`src/rtl/tetris_key_tick_gen.sv`:
```
// Push-button debouncer, gravity tick and one-command-per-cycle arbiter for the falling piece.
// Optional auto-repeat of left/right while held: define TETRIS_AUTO_REPEAT_EN.
module tetris_key_tick_gen #(
    parameter int unsigned DEBOUNCE_CYC     = 250000,
    parameter int unsigned FALL_CYC         = 25000000,
    parameter int unsigned FALL_STEP        = 1500000,
    parameter int unsigned FALL_MIN         = 2500000,
    parameter int unsigned SOFT_SHIFT       = 3,
    parameter int unsigned REPEAT_DELAY_CYC = 12500000,
    parameter int unsigned REPEAT_RATE_CYC  = 4000000
) (
    input  logic       clk,
    input  logic       rst,
    input  logic       Starting,
    input  logic       UpdateEnable,
    input  logic [3:0] Level,
    input  logic       BtnLeft_n,
    input  logic       BtnRight_n,
    input  logic       BtnChange_n,
    input  logic       BtnDown_n,
    output logic       KeyLeft,
    output logic       KeyRight,
    output logic       KeyChange,
    output logic       TimeUp,
    output logic [3:0] Pressed
);

    localparam int unsigned DB_W = (DEBOUNCE_CYC > 1) ? $clog2(DEBOUNCE_CYC) : 1;

    // Bit order everywhere: {down, change, right, left}; pending/output order: {gravity, change, right, left}
    logic [3:0]            btn_raw_s;
    logic [3:0]            sync1_q, sync2_q;
    logic [3:0]            btn_s;
    logic [3:0]            deb_q, deb_d;
    logic [3:0][DB_W-1:0]  db_cnt_q, db_cnt_d;
    logic [2:0]            press_s;
    logic [1:0]            rep_s;
    logic [31:0]           reduce_s, base_period_s, soft_period_s, period_s;
    logic [31:0]           grav_cnt_q, grav_cnt_d;
    logic                  grav_fire_s;
    logic [3:0]            ev_s;
    logic [3:0]            pend_q, pend_d;
    logic [3:0]            grant_s;
    logic [3:0]            out_q, out_d;
    logic                  run_s;

    assign btn_raw_s = {BtnDown_n, BtnChange_n, BtnRight_n, BtnLeft_n};
    assign btn_s     = ~sync2_q;
    assign run_s     = Starting & ~UpdateEnable;

    // Debounce: a level change is accepted only after DEBOUNCE_CYC consecutive differing samples
    always_comb begin
        deb_d    = deb_q;
        db_cnt_d = '0;
        for (int i = 0; i < 4; i++) begin
            if (btn_s[i] == deb_q[i]) begin
                db_cnt_d[i] = '0;
            end else if (db_cnt_q[i] == DB_W'(DEBOUNCE_CYC - 1)) begin
                deb_d[i]    = btn_s[i];
                db_cnt_d[i] = '0;
            end else begin
                db_cnt_d[i] = db_cnt_q[i] + DB_W'(1);
            end
        end
    end

    assign press_s = deb_d[2:0] & ~deb_q[2:0];

`ifdef TETRIS_AUTO_REPEAT_EN
    localparam int unsigned RP_MAX = (REPEAT_DELAY_CYC > REPEAT_RATE_CYC) ? REPEAT_DELAY_CYC : REPEAT_RATE_CYC;
    localparam int unsigned RP_W   = (RP_MAX > 1) ? $clog2(RP_MAX) : 1;

    logic [1:0][RP_W-1:0] rep_cnt_q, rep_cnt_d;
    logic [1:0]           rep_phase_q, rep_phase_d;
    logic [RP_W-1:0]      rep_limit_s;

    // Auto-repeat: first re-fire after the delay, then at the repeat rate while still held
    always_comb begin
        rep_cnt_d   = rep_cnt_q;
        rep_phase_d = rep_phase_q;
        rep_s       = 2'b00;
        rep_limit_s = '0;
        for (int i = 0; i < 2; i++) begin
            if (rep_phase_q[i]) begin
                rep_limit_s = RP_W'(REPEAT_RATE_CYC - 1);
            end else begin
                rep_limit_s = RP_W'(REPEAT_DELAY_CYC - 1);
            end
            if (!run_s || !deb_q[i]) begin
                rep_cnt_d[i]   = '0;
                rep_phase_d[i] = 1'b0;
            end else if (rep_cnt_q[i] == rep_limit_s) begin
                rep_s[i]       = 1'b1;
                rep_cnt_d[i]   = '0;
                rep_phase_d[i] = 1'b1;
            end else begin
                rep_cnt_d[i] = rep_cnt_q[i] + RP_W'(1);
            end
        end
    end

    // Repeat counter state
    always_ff @(posedge clk) begin
        if (rst) begin
            rep_cnt_q   <= '0;
            rep_phase_q <= 2'b00;
        end else begin
            rep_cnt_q   <= rep_cnt_d;
            rep_phase_q <= rep_phase_d;
        end
    end
`else
    // Repeat timing is only meaningful with auto-repeat; tie it off so the parameters stay referenced
    localparam bit REP_CFG_ZERO = (REPEAT_DELAY_CYC == 0) && (REPEAT_RATE_CYC == 0);
    assign rep_s = {2{REP_CFG_ZERO & 1'b0}};
`endif

    // Gravity period from level, floored, then shortened while soft drop is held
    always_comb begin
        reduce_s      = 32'(Level) * 32'(FALL_STEP);
        base_period_s = 32'(FALL_MIN);
        soft_period_s = 32'd0;
        period_s      = 32'd1;
        if (reduce_s + 32'(FALL_MIN) >= 32'(FALL_CYC)) begin
            base_period_s = 32'(FALL_MIN);
        end else begin
            base_period_s = 32'(FALL_CYC) - reduce_s;
        end
        soft_period_s = base_period_s >> SOFT_SHIFT;
        if (deb_q[3]) begin
            if (soft_period_s == 32'd0) begin
                period_s = 32'd1;
            end else begin
                period_s = soft_period_s;
            end
        end else begin
            period_s = base_period_s;
        end
    end

    // ">=" so a period that shrinks below the running count fires at once
    assign grav_fire_s = (grav_cnt_q >= (period_s - 32'd1));
    assign ev_s        = {grav_fire_s, press_s[2], press_s[1] | rep_s[1], press_s[0] | rep_s[0]};

    // Arbiter: gravity > left > right > change; newly arriving events outrank this cycle's clear
    always_comb begin
        grant_s    = 4'b0000;
        pend_d     = 4'b0000;
        out_d      = 4'b0000;
        grav_cnt_d = 32'd0;
        if (pend_q[3]) begin
            grant_s = 4'b1000;
        end else if (pend_q[0]) begin
            grant_s = 4'b0001;
        end else if (pend_q[1]) begin
            grant_s = 4'b0010;
        end else if (pend_q[2]) begin
            grant_s = 4'b0100;
        end else begin
            grant_s = 4'b0000;
        end
        if (run_s) begin
            pend_d = (pend_q & ~grant_s) | ev_s;
            out_d  = grant_s;
            if (grav_fire_s) begin
                grav_cnt_d = 32'd0;
            end else begin
                grav_cnt_d = grav_cnt_q + 32'd1;
            end
        end else begin
            pend_d     = 4'b0000;
            out_d      = 4'b0000;
            grav_cnt_d = 32'd0;
        end
    end

    // Main state: synchronisers, debouncers, gravity counter, pending flags, output pulses
    always_ff @(posedge clk) begin
        if (rst) begin
            sync1_q    <= 4'hF;
            sync2_q    <= 4'hF;
            deb_q      <= 4'h0;
            db_cnt_q   <= '0;
            grav_cnt_q <= 32'd0;
            pend_q     <= 4'h0;
            out_q      <= 4'h0;
        end else begin
            sync1_q    <= btn_raw_s;
            sync2_q    <= sync1_q;
            deb_q      <= deb_d;
            db_cnt_q   <= db_cnt_d;
            grav_cnt_q <= grav_cnt_d;
            pend_q     <= pend_d;
            out_q      <= out_d;
        end
    end

    assign KeyLeft   = out_q[0];
    assign KeyRight  = out_q[1];
    assign KeyChange = out_q[2];
    assign TimeUp    = out_q[3];
    assign Pressed   = deb_q;

endmodule

```
`config.mk`:
```
export PLATFORM = sky130hd
export DESIGN_NAME = tetris_key_tick_gen
export DESIGN_NICKNAME = d
export VERILOG_FILES = /design/src/rtl/tetris_key_tick_gen.sv
export SDC_FILE = /design/constraint.sdc
export NUM_CORES = 1
export LEC_CHECK = 0
export BUFFER_PORTS_ARGS = -buffer_cell sky130_fd_sc_hd__buf_4
export CORE_MARGIN = 4
export CORE_UTILIZATION = 45
export CTS_BUF_LIST = sky130_fd_sc_hd__clkbuf_8 sky130_fd_sc_hd__clkbuf_16
export DETAILED_ROUTE_END_ITERATION = 8
export GPL_TIMING_DRIVEN = 0
export PLACE_DENSITY = 0.65
export SKIP_CTS_REPAIR_TIMING = 1
export SLEW_MARGIN = 20
export SYNTH_ARGS = -nofsm -noshare
export SYNTH_HDL_FRONTEND = slang
export SYNTH_SLANG_ARGS = --single-unit
```
`constraint.sdc`:
```
create_clock -name clk -period 12.95 [get_ports clk]
set_clock_uncertainty 0.1 [all_clocks]
set_input_delay 1.295 -clock clk [delete_from_list [all_inputs] [get_ports clk]]
set_output_delay 1.295 -clock clk [all_outputs]
set_load 0.01 [all_outputs]
```
==> run summary, run 1 <==
Worst path top cell family by delay - compound AO/OA/AOI/OAI gates
Yosys reg bits - 124
Num CTS Buffers - 17
Share of layout cells above drive strength 1 - 8.73%
Critical Path AT - 10.82 ns
Startpoint Class - primary input
Critical path class - in2reg
Post-layout min period - 10.58 ns
Final hold violations - 0
Outcome - complete, no violations
Synth-to-layout area growth - 11.8%
Routed len/inst - 14.0 um
Antenna Cells - 0
RSZ-0062 raised after global routing - false
Primary FF master, synth - dfxtp_1
Core area - 19000 sq um
Worst setup EP type - register
CTS tree - yes
CP bufs+invs - 7
Port Buffers - 19
H-tree depth - 4
DRC violations left - 0
Slew HR - 47.3%
Clock root buffer - clkbuf_16
TNS Setup - 0 ns
Internal reg-to-reg setup slack - 6.70 ns
First-pass GRT wire length - 33000 um
Via-to-Cell Ratio - 5.45
Min-delay src - sync1_q[0]
Setup violators final - 0
Commonest cells in the netlist - nor2_1, dfxtp_1, xnor2_1
Vias in the first global route - 7039
Register area share after synthesis - 28.2%
DP Wirelength - 14700 um
Area of the mapped netlist - 8790 sq um
Leakage power - 3.75 nW
EDFF count, synth - 0
DRT iter0 DRCs - 331
Final net count - 1193
Worst slew pin tran - 0.783 ns
Drt total wl - 19300 um
Die height - 148 um
Largest area contributor in the netlist - dfxtp_1
Pwr Density - 139 nW/um^2
Post-Synthesis Cells - 1070
Die ar. - 21800 sq um
Num rows - 50
Via count - 7529
Hold Path Class - reg2reg
Post-DRT Antenna Nets - 0
Critical path's largest stage delay - 0.66 ns
Main area contributors after synthesis - dfxtp_1, ha_1, xnor2_1
Ys async rst share - 0%
Slew Limit Fails - 0
Width of the die - 148 um
Synth top area share - 28.2%
Hold Path End - sync2_q[0]
Worst flop-to-flop path endpoint - grav_cnt_q[22]
Fin crit share - 81.7%
Clk slew on worst S/H paths - 0.06 ns
Worst r2r src - Pressed[3]
Worst-Skew Late Latency - 0.42 ns
Syn_area_per_cell - 8.22 sq um
Overflow after GRT - 0
CP dominant cell by count - a21o_1
CTS Buffer Depth - 2
Synth warn - 0
Fmax - 0.0945 GHz
CP Max Fanout - 10
Worst Reg-to-Reg Cells - 24
Most frequent cell after synthesis - nor2_1
Required time of the critical path - 13.19 ns
Clock net sink count - 124
Worst Hold Depth - 1
Initial core utilization - 46.4%
Final hold slack - 0.307 ns
Slowest cell on crit path - nor4_2
TritonRoute pass-1 iters - 5
Max-Cap Viols - 0
RePlAce Congestion - 0.902
Peak supply drop - 0.0838 mV
Cell variety after synth - 86
GRT Overall Usage - 17.8%
Number of I/O pins - 20
Initial antenna violation count - 0
Largest net degree at the start of global routing - 17
power by group:
group	total [mW]	internal (mW)	switching [mW]
sequential	0.384	0.383	0.000995
clock	0.449	0.267	0.182
combinational	0.536	0.208	0.328
total	1.37	0.858	0.511
kinds of logic (layout without fill, tap and decap cells):
logic type	count (synthesis)	in the layout	synth area share, %
AO/OA/AOI/OAI	190	190	15.9
buffers and inverters	67	118	3.07
multiplexers	6	6	0.712
AND/OR/NAND/NOR	467	467	27.1
other	2	3	0.0854
XOR/XNOR	142	142	14.3
flip-flops	124	124	28.2
adder cells (fa/ha/maj)	72	72	10.6
layer usage:
layer,wire length (um),vias to the layer above,GRT usage [%]
li1,-,3890,-
met1,9700,3525,24.3
met2,8910,93,29.5
met3,413,21,2.45
met4,286,0,4.99
met5,0,-,0
state kept, by name (all words and copies together), names as in the netlist:
name	cells
Pressed	4
db_cnt_q	72
pend_q	4
sync2_q	4
sync1_q	4
out_q	4
grav_cnt_q	32
how the worst max path moves through the flow:
stage / startpoint / to / slack [ns] / depth (start not counted)
CTS: Level[0] / grav_cnt_q[26] / 2.41 / 37
global route: Level[0] / grav_cnt_q[27] / 1.42 / 37
floorplan: Level[0] / grav_cnt_q[10] / 3.88 / 36
finish: Level[0] / grav_cnt_q[22] / 2.37 / 37
detailed placement: Level[0] / grav_cnt_q[26] / 2.01 / 37
global placement: Level[0] / grav_cnt_q[14] / 2.04 / 37
cell usage in the layout (no fill, tap or decap), types with 29 or more instances in the layout:
cell type	Yosys	layout
inv_1	33	34
nand3_1	46	46
a21oi_1	32	32
nand4_1	33	33
nand2_1	62	62
nor3_1	29	29
xor2_1	64	64
nor2_1	170	170
dfxtp_1	124	124
ha_1	68	68
xnor2_1	76	76
o21ai_0	37	37
final cells by class:
type | instances | area [sq um]
Buffer | 34 | 146
Clock buffer | 17 | 425
Clock inverter | 15 | 140
Fill cell | 1850 | 9130
Inverter | 33 | 124
Multi-Input combinational cell | 880 | 6040
Sequential cell | 124 | 2480
Tap cell | 260 | 325
Timing Repair Buffer | 19 | 143
worst reg2reg max path, stage by stage, from the launching register on:
cell and delay [ns]:
dfxtp_1 0.40, clkbuf_1 0.27, clkbuf_1 0.31, clkbuf_1 0.31
clkbuf_1 0.28, o21ai_0 0.15, ha_1 0.21, o21ai_0 0.16
a2111o_1 0.42, nor3b_1 0.47, o211ai_1 0.26, xnor2_1 0.18
o21ai_0 0.11, ha_1 0.32, a21o_1 0.16, a21o_1 0.17
a21o_1 0.17, a21o_1 0.17, a21oi_1 0.21, nand2_1 0.10
or3_1 0.31, a31oi_1 0.27, o21ai_1 0.22, clkbuf_1 0.31
nor2_1 0.17
through the flow:
stage	setup slack [ns]	std cells	power (mW)	cell area [sq um]	util (%)
after floorplan	3.88	1071	0.818	8800	-
after global placement	2.04	1350	0.917	9260	48.9
after detailed placement	2.01	1350	0.920	9260	48.9
after CTS	2.41	1382	1.38	9830	51.9
after global routing	1.42	1382	1.46	9830	51.9
final	2.37	1382	1.37	9830	51.9
Power figures use the tool's default switching activity.
==> inputs of run 2 (changes only) <==
--- a/config.mk
+++ b/config.mk
@@ -11,7 +11,7 @@
 export CTS_BUF_LIST = sky130_fd_sc_hd__clkbuf_8 sky130_fd_sc_hd__clkbuf_16
 export DETAILED_ROUTE_END_ITERATION = 8
 export GPL_TIMING_DRIVEN = 0
-export PLACE_DENSITY = 0.65
+export PLACE_DENSITY = 0.67
 export SKIP_CTS_REPAIR_TIMING = 1
 export SLEW_MARGIN = 20
 export SYNTH_ARGS = -nofsm -noshare
==> constraint.sdc (replaced) <==
create_clock -name clk -period 9 [get_ports clk]
set_clock_uncertainty 0.1 [all_clocks]
set_input_delay 0.9 -clock clk [delete_from_list [all_inputs] [get_ports clk]]
set_output_delay 0.9 -clock clk [all_outputs]
set_load 0.01 [all_outputs]
==> run 2 against run 1 <==
Critical path type unchanged. Clock power increased by 45%. Final area increased by 3.9%. Hold slack worse by 0.00084 ns. First-iteration DRC count grew 4.8%.
==> run summary, run 2 (synthesis gave the netlist of run 1 again) <==
CTS tree - yes
Post-DRT Antenna Nets - 0 (unchanged)
Slew Limit Fails - 0 (unchanged)
Fin crit share - 95.4%
Worst r2r src - Pressed[3]
Startpoint Class - primary input
DP Wirelength - 14400 um (-2.2%)
Critical path's largest stage delay - 0.59 ns (-0.07 ns)
Share of layout cells above drive strength 1 - 12.5% (+3.7 points)
Commonest cells after routing, fill and taps aside - nor2_1, dfxtp_1, xnor2_1
Final cell count without fillers - 1398 (+1.2%)
Peak supply drop - 0.122 mV (+45%)
Largest net degree at the start of global routing - 17 (unchanged)
Core area - 19000 sq um (unchanged)
CTS Buffer Depth - 2 (unchanged)
TNS Setup - 0 ns (unchanged)
H-tree depth - 4 (unchanged)
GRT Overall Usage - 17.7% (-0.047 points)
Num rows - 50 (unchanged)
Initial antenna violation count - 0 (unchanged)
Number of I/O pins - 20 (unchanged)
Fmax - 0.116 GHz
Worst-Skew Late Latency - 0.40 ns (-0.02 ns)
Leakage power - 3.89 nW (+3.7%)
Utilization after layout - 53.9% (+2.0 points)
Hold Path Class - reg2reg
DRT iter0 DRCs - 347 (+4.8%)
Via count - 7474 (-0.73%)
Max-Cap Viols - 0 (unchanged)
Final hold slack - 0.306 ns (-0.000841 ns)
RePlAce Congestion - 0.837 (-7.2%)
Via-to-Cell Ratio - 5.35 (-1.9%)
Die height - 148 um (unchanged)
Port Buffers - 19 (unchanged)
Most common cell after layout, fill and taps aside - nor2_1
Die ar. - 21800 sq um (unchanged)
Routed len/inst - 14.0 um (about the same)
TritonRoute pass-1 iters - 4 (-1)
Worst Reg-to-Reg Cells - 24 (unchanged)
Overflow after GRT - 0 (unchanged)
Pwr Density - 200 nW/um^2 (+44%)
Internal reg-to-reg setup slack - 3.38 ns (-3.32 ns)
Worst setup EP type - register
Worst slew pin tran - 0.729 ns (-0.0537 ns)
Drt total wl - 19500 um (+1.1%)
Slew HR - 50.9% (+3.6 points)
Synth-to-layout area growth - 16.1%
Initial core utilization - 46.4% (unchanged)
Critical Path AT - 8.83 ns (-1.99 ns)
Vias in the first global route - 6950 (-1.3%)
Clk slew on worst S/H paths - 0.05 ns (about the same)
Num CTS Buffers - 17 (unchanged)
Final hold violations - 0 (unchanged)
Worst Setup SP - Level[2]
Required time of the critical path - 9.24 ns (-3.95 ns)
Setup violators final - 0 (unchanged)
Biggest register - db_cnt_q
Critical path class - in2reg
Width of the die - 148 um (unchanged)
Worst Hold Depth - 1 (unchanged)
Post-layout min period - 8.59 ns
DRC violations left - 0 (unchanged)
First-pass GRT wire length - 32900 um (-0.33%)
Antenna Cells - 0 (unchanged)
Clock net sink count - 124 (unchanged)
Outcome - complete, no violations
Placed Cells - 1350 (unchanged)
Clock root buffer - clkbuf_16
Largest regs - db_cnt_q (72), grav_cnt_q (32)
Min-delay src - sync1_q[1]
Max reg flops - 72 (unchanged)
CP Max Fanout - 10 (unchanged)
Final net count - 1209 (+1.3%)
Slowest cell on crit path - fa_2
run 2: critical path: cells and delay by family:
family                     cells  cell delay (ns)
AOI/OAI and AO/OA             15             3.29
xor gates and xnor gates       1             0.20
adders and majority gates      5             1.62
buffers and inverters          6             0.86
and+or+nand+nor               10             1.93
run 2: report_power, final:
part | total [mW] | switching [mW] | internal (mW)
Clock | 0.650 | 0.257 | 0.393
Sequential | 0.553 | 0.00143 | 0.551
Combinational | 0.839 | 0.502 | 0.337
Total | 2.04 | 0.761 | 1.28
run 2: path summary, 6_finish.rpt:
kind,to
setup / recovery,grav_cnt_q[15]
hold / removal,sync2_q[1]
setup reg to reg,grav_cnt_q[15]
hold reg to reg,sync2_q[1]
run 2: metal layers:
layer | global-route usage [%] | share of wire, % | vias to the layer above
li1 | - | - | 3929
met1 | 24.4 | 50 | 3458
met4 | 4.75 | 1.3 | 0
met5 | 0 | 0 | -
met3 | 2.42 | 1.8 | 15
met2 | 29.3 | 47 | 72
run 2: final cells by class:
type	count	area, sq um
Multi-Input combinational cell	880	6250
Tap cell	260	325
Clock buffer	18	439
Inverter	33	128
Fill cell	1761	8750
Buffer	34	181
Clock inverter	14	136
Sequential cell	124	2480
Timing Repair Buffer	35	267
run 2: stage by stage:
| stage | area (sq um) | setup WS [ns] | total power, mW |
|---|---|---|---|
| CTS | 9840 | -1.04 | 1.98 |
| global placement | 9260 | -1.48 | 1.32 |
| detailed placement | 9260 | -1.40 | 1.32 |
| finish | 10200 | 0.410 | 2.04 |
| floorplan | 8800 | 0.326 | 1.18 |
| global route | 10200 | -0.0256 | 2.17 |
==> inputs of run 3 (changes only) <==
--- a/config.mk
+++ b/config.mk
@@ -6,11 +6,13 @@
 export NUM_CORES = 1
 export LEC_CHECK = 0
 export BUFFER_PORTS_ARGS = -buffer_cell sky130_fd_sc_hd__buf_4
+export CORE_ASPECT_RATIO = 0.75
 export CORE_MARGIN = 4
 export CORE_UTILIZATION = 45
 export CTS_BUF_LIST = sky130_fd_sc_hd__clkbuf_8 sky130_fd_sc_hd__clkbuf_16
 export DETAILED_ROUTE_END_ITERATION = 8
 export GPL_TIMING_DRIVEN = 0
+export MAX_ROUTING_LAYER = met4
 export PLACE_DENSITY = 0.67
 export SKIP_CTS_REPAIR_TIMING = 1
 export SLEW_MARGIN = 20
==> run 3 against run 2 <==
Routed wire length rose by 3.7%. Clock power fell by 2%. Count of clock-buffer cells in the layout did not move. First-iteration DRC count rose by 36%. Final cell count fell by 0.86%. Global-route usage rose by 1.3 points. Fmax fell by 0.76%. Setup slack got worse by 0.066 ns. Register-to-register slack got worse by 0.11 ns. Critical path depth did not move. Largest cell class unchanged. Largest power group unchanged. Highest routed layer unchanged.
==> run summary, run 3 (synthesis gave the netlist of run 1 again) <==
CTS tree - yes
Drt total wl - 20200 um (+3.7%)
GRT Overall Usage - 19.0% (+1.3 points)
Worst-Skew Late Latency - 0.42 ns (+0.02 ns)
Post-layout min period - 8.66 ns (+0.0656 ns)
Hold Path Class - reg2reg
Overflow after GRT - 0 (unchanged)
Worst setup EP type - register
Power consumption - 2.03 mW (-0.44%)
Clk slew on worst S/H paths - 0.06 ns (about the same)
Pwr Density - 201 nW/um^2 (+0.26%)
# fillers - 1770 (+0.51%)
Max-Cap Viols - 0 (unchanged)
CP dominant cell by count - a21o_1
Fmax - 0.116 GHz (-0.76%)
Num CTS Buffers - 17 (unchanged)
Worst Hold Depth - 1 (unchanged)
First-pass GRT wire length - 33800 um (+2.7%)
Fin crit share - 96.2% (+0.73 points)
Initial core utilization - 46.7% (+0.31 points)
Peak supply drop - 0.114 mV (-6.4%)
Num rows - 43 (-14%)
CTS Buffer Depth - 2 (unchanged)
Number of I/O pins - 20 (unchanged)
Sequential Power Share - 27.2% (about the same)
Die height - 129 um (-13%)
Required time of the critical path - 9.24 ns (about the same)
Combinational group share of total power - 41.6% (+0.5 points)
Port Buffers - 19 (unchanged)
Outcome - complete, no violations
Critical path's largest stage delay - 0.59 ns (about the same)
Die ar. - 21900 sq um (+0.10%)
Setup violators final - 0 (unchanged)
DRC violations left - 0 (unchanged)
Via-to-Cell Ratio - 5.50 (+3.0%)
Worst slew pin tran - 0.714 ns (-0.0151 ns)
Max reg flops - 72 (unchanged)
Post-DRT Antenna Nets - 0 (unchanged)
Slew Limit Fails - 0 (unchanged)
Routed len/inst - 14.6 um (+4.6%)
RePlAce Congestion - 0.884 (+5.6%)
Width of the die - 169 um (+15%)
TritonRoute pass-1 iters - 5 (+1)
Worst Reg-to-Reg Cells - 24 (unchanged)
Final net count - 1210 (+0.083%)
Biggest register - db_cnt_q
Leakage power - 3.89 nW (about the same)
Critical path class - in2reg
Slowest cell on crit path - fa_1
CP Max Fanout - 10 (unchanged)
Share of layout cells above drive strength 1 - 12.4% (-0.099 points)
Commonest cells after routing, fill and taps aside - nor2_1, dfxtp_1, xnor2_1
Final hold violations - 0 (unchanged)
Largest regs - db_cnt_q (72), grav_cnt_q (32)
Clock net sink count - 124 (unchanged)
Slew HR - 51.9% (+1.0 points)
Critical Path AT - 8.90 ns (+0.07 ns)
Initial antenna violation count - 0 (unchanged)
Vias in the first global route - 6874 (-1.1%)
H-tree depth - 4 (unchanged)
DP Wirelength - 15100 um (+4.8%)
Final cell count without fillers - 1386 (-0.86%)
Core area - 18800 sq um (-0.66%)
Most common cell after layout, fill and taps aside - nor2_1
Synth-to-layout area growth - 15.3%
Clk network pwr share - 31.2% (-0.6 points)
Startpoint Class - primary input
Via count - 7629 (+2.1%)
Sw Share - 38.3% (+1.0 points)
Antenna Cells - 0 (unchanged)
Placed Cells - 1337 (-0.96%)
NetSw - 779 uW (+2.3%)
Clock root buffer - clkbuf_16
Largest net degree at the start of global routing - 17 (unchanged)
DRT iter0 DRCs - 471 (+36%)
Internal cell power - 1.25 mW (-2.1%)
[run 3: metal layers]
layer  wire length, um  vias up  global-route usage, %  part of all wire, %
met5                 0        -                      -                    0
met4               142        0                   3.36                 0.70
met3               996       14                   4.27                  4.9
met2              7910      132                   25.6                   39
met1             11200     3553                   29.1                   55
li1                  -     3930                      -                    -
[run 3: power by group through the flow]
stage / Combinational (mW) / Sequential (mW) / Clock [mW]
after CTS: 0.769 / 0.553 / 0.645
after global placement: 0.758 / 0.565 / 0
final: 0.846 / 0.553 / 0.634
after detailed placement: 0.763 / 0.565 / 0
after global routing: 0.933 / 0.553 / 0.674
after floorplan: 0.612 / 0.565 / 0
[run 3: final timing paths]
check	from	end	slack (ns)
hold / removal	sync1_q[1]	sync2_q[1]	0.31
hold reg to reg	sync1_q[1]	sync2_q[1]	0.31
setup reg to reg	Pressed[3]	grav_cnt_q[13]	3.27
setup / recovery	Level[0]	grav_cnt_q[13]	0.34
[run 3: worst max-delay path, delay by kind of cell]
| family | cells | cell delay [ns] |
|---|---|---|
| buffers and inverters | 7 | 1.14 |
| adders and majority gates | 4 | 1.36 |
| AOI/OAI and AO/OA | 16 | 3.48 |
| xor gates and xnor gates | 2 | 0.36 |
| and+or+nand+nor | 8 | 1.63 |
[run 3: area by class of cell]
| type | instances | area (sq um) | share of cell area [%] |
|---|---|---|---|
| sequential | 124 | 2480 | 24.5 |
| multi-input combinational | 880 | 6220 | 61.3 |
| timing repair buffer | 36 | 278 | 2.74 |
| clock buffer | 18 | 439 | 4.33 |
| buffer | 34 | 175 | 1.73 |
| clock inverter | 14 | 111 | 1.10 |
| inverter | 33 | 124 | 1.22 |
| tap | 247 | 309 | 3.05 |
[run 3: stage by stage]
stage / util [%] / setup WS [ns] / hold WS [ns] / cell area (sq um) / setup TNS, ns
6_report: 53.8 / 0.344 / 0.307 / 10100 / 0
5_1_grt: 53.8 / -0.0760 / 0.320 / 10100 / -1.29
4_1_cts: 52.0 / -1.03 / 0.308 / 9800 / -31.04
3_5_place_dp: 49.1 / -1.37 / 0.294 / 9250 / -43.08
3_3_place_gp: 49.1 / -1.30 / 0.291 / 9250 / -41.36
2_1_floorplan: - / 0.326 / 0.289 / 8800 / 0
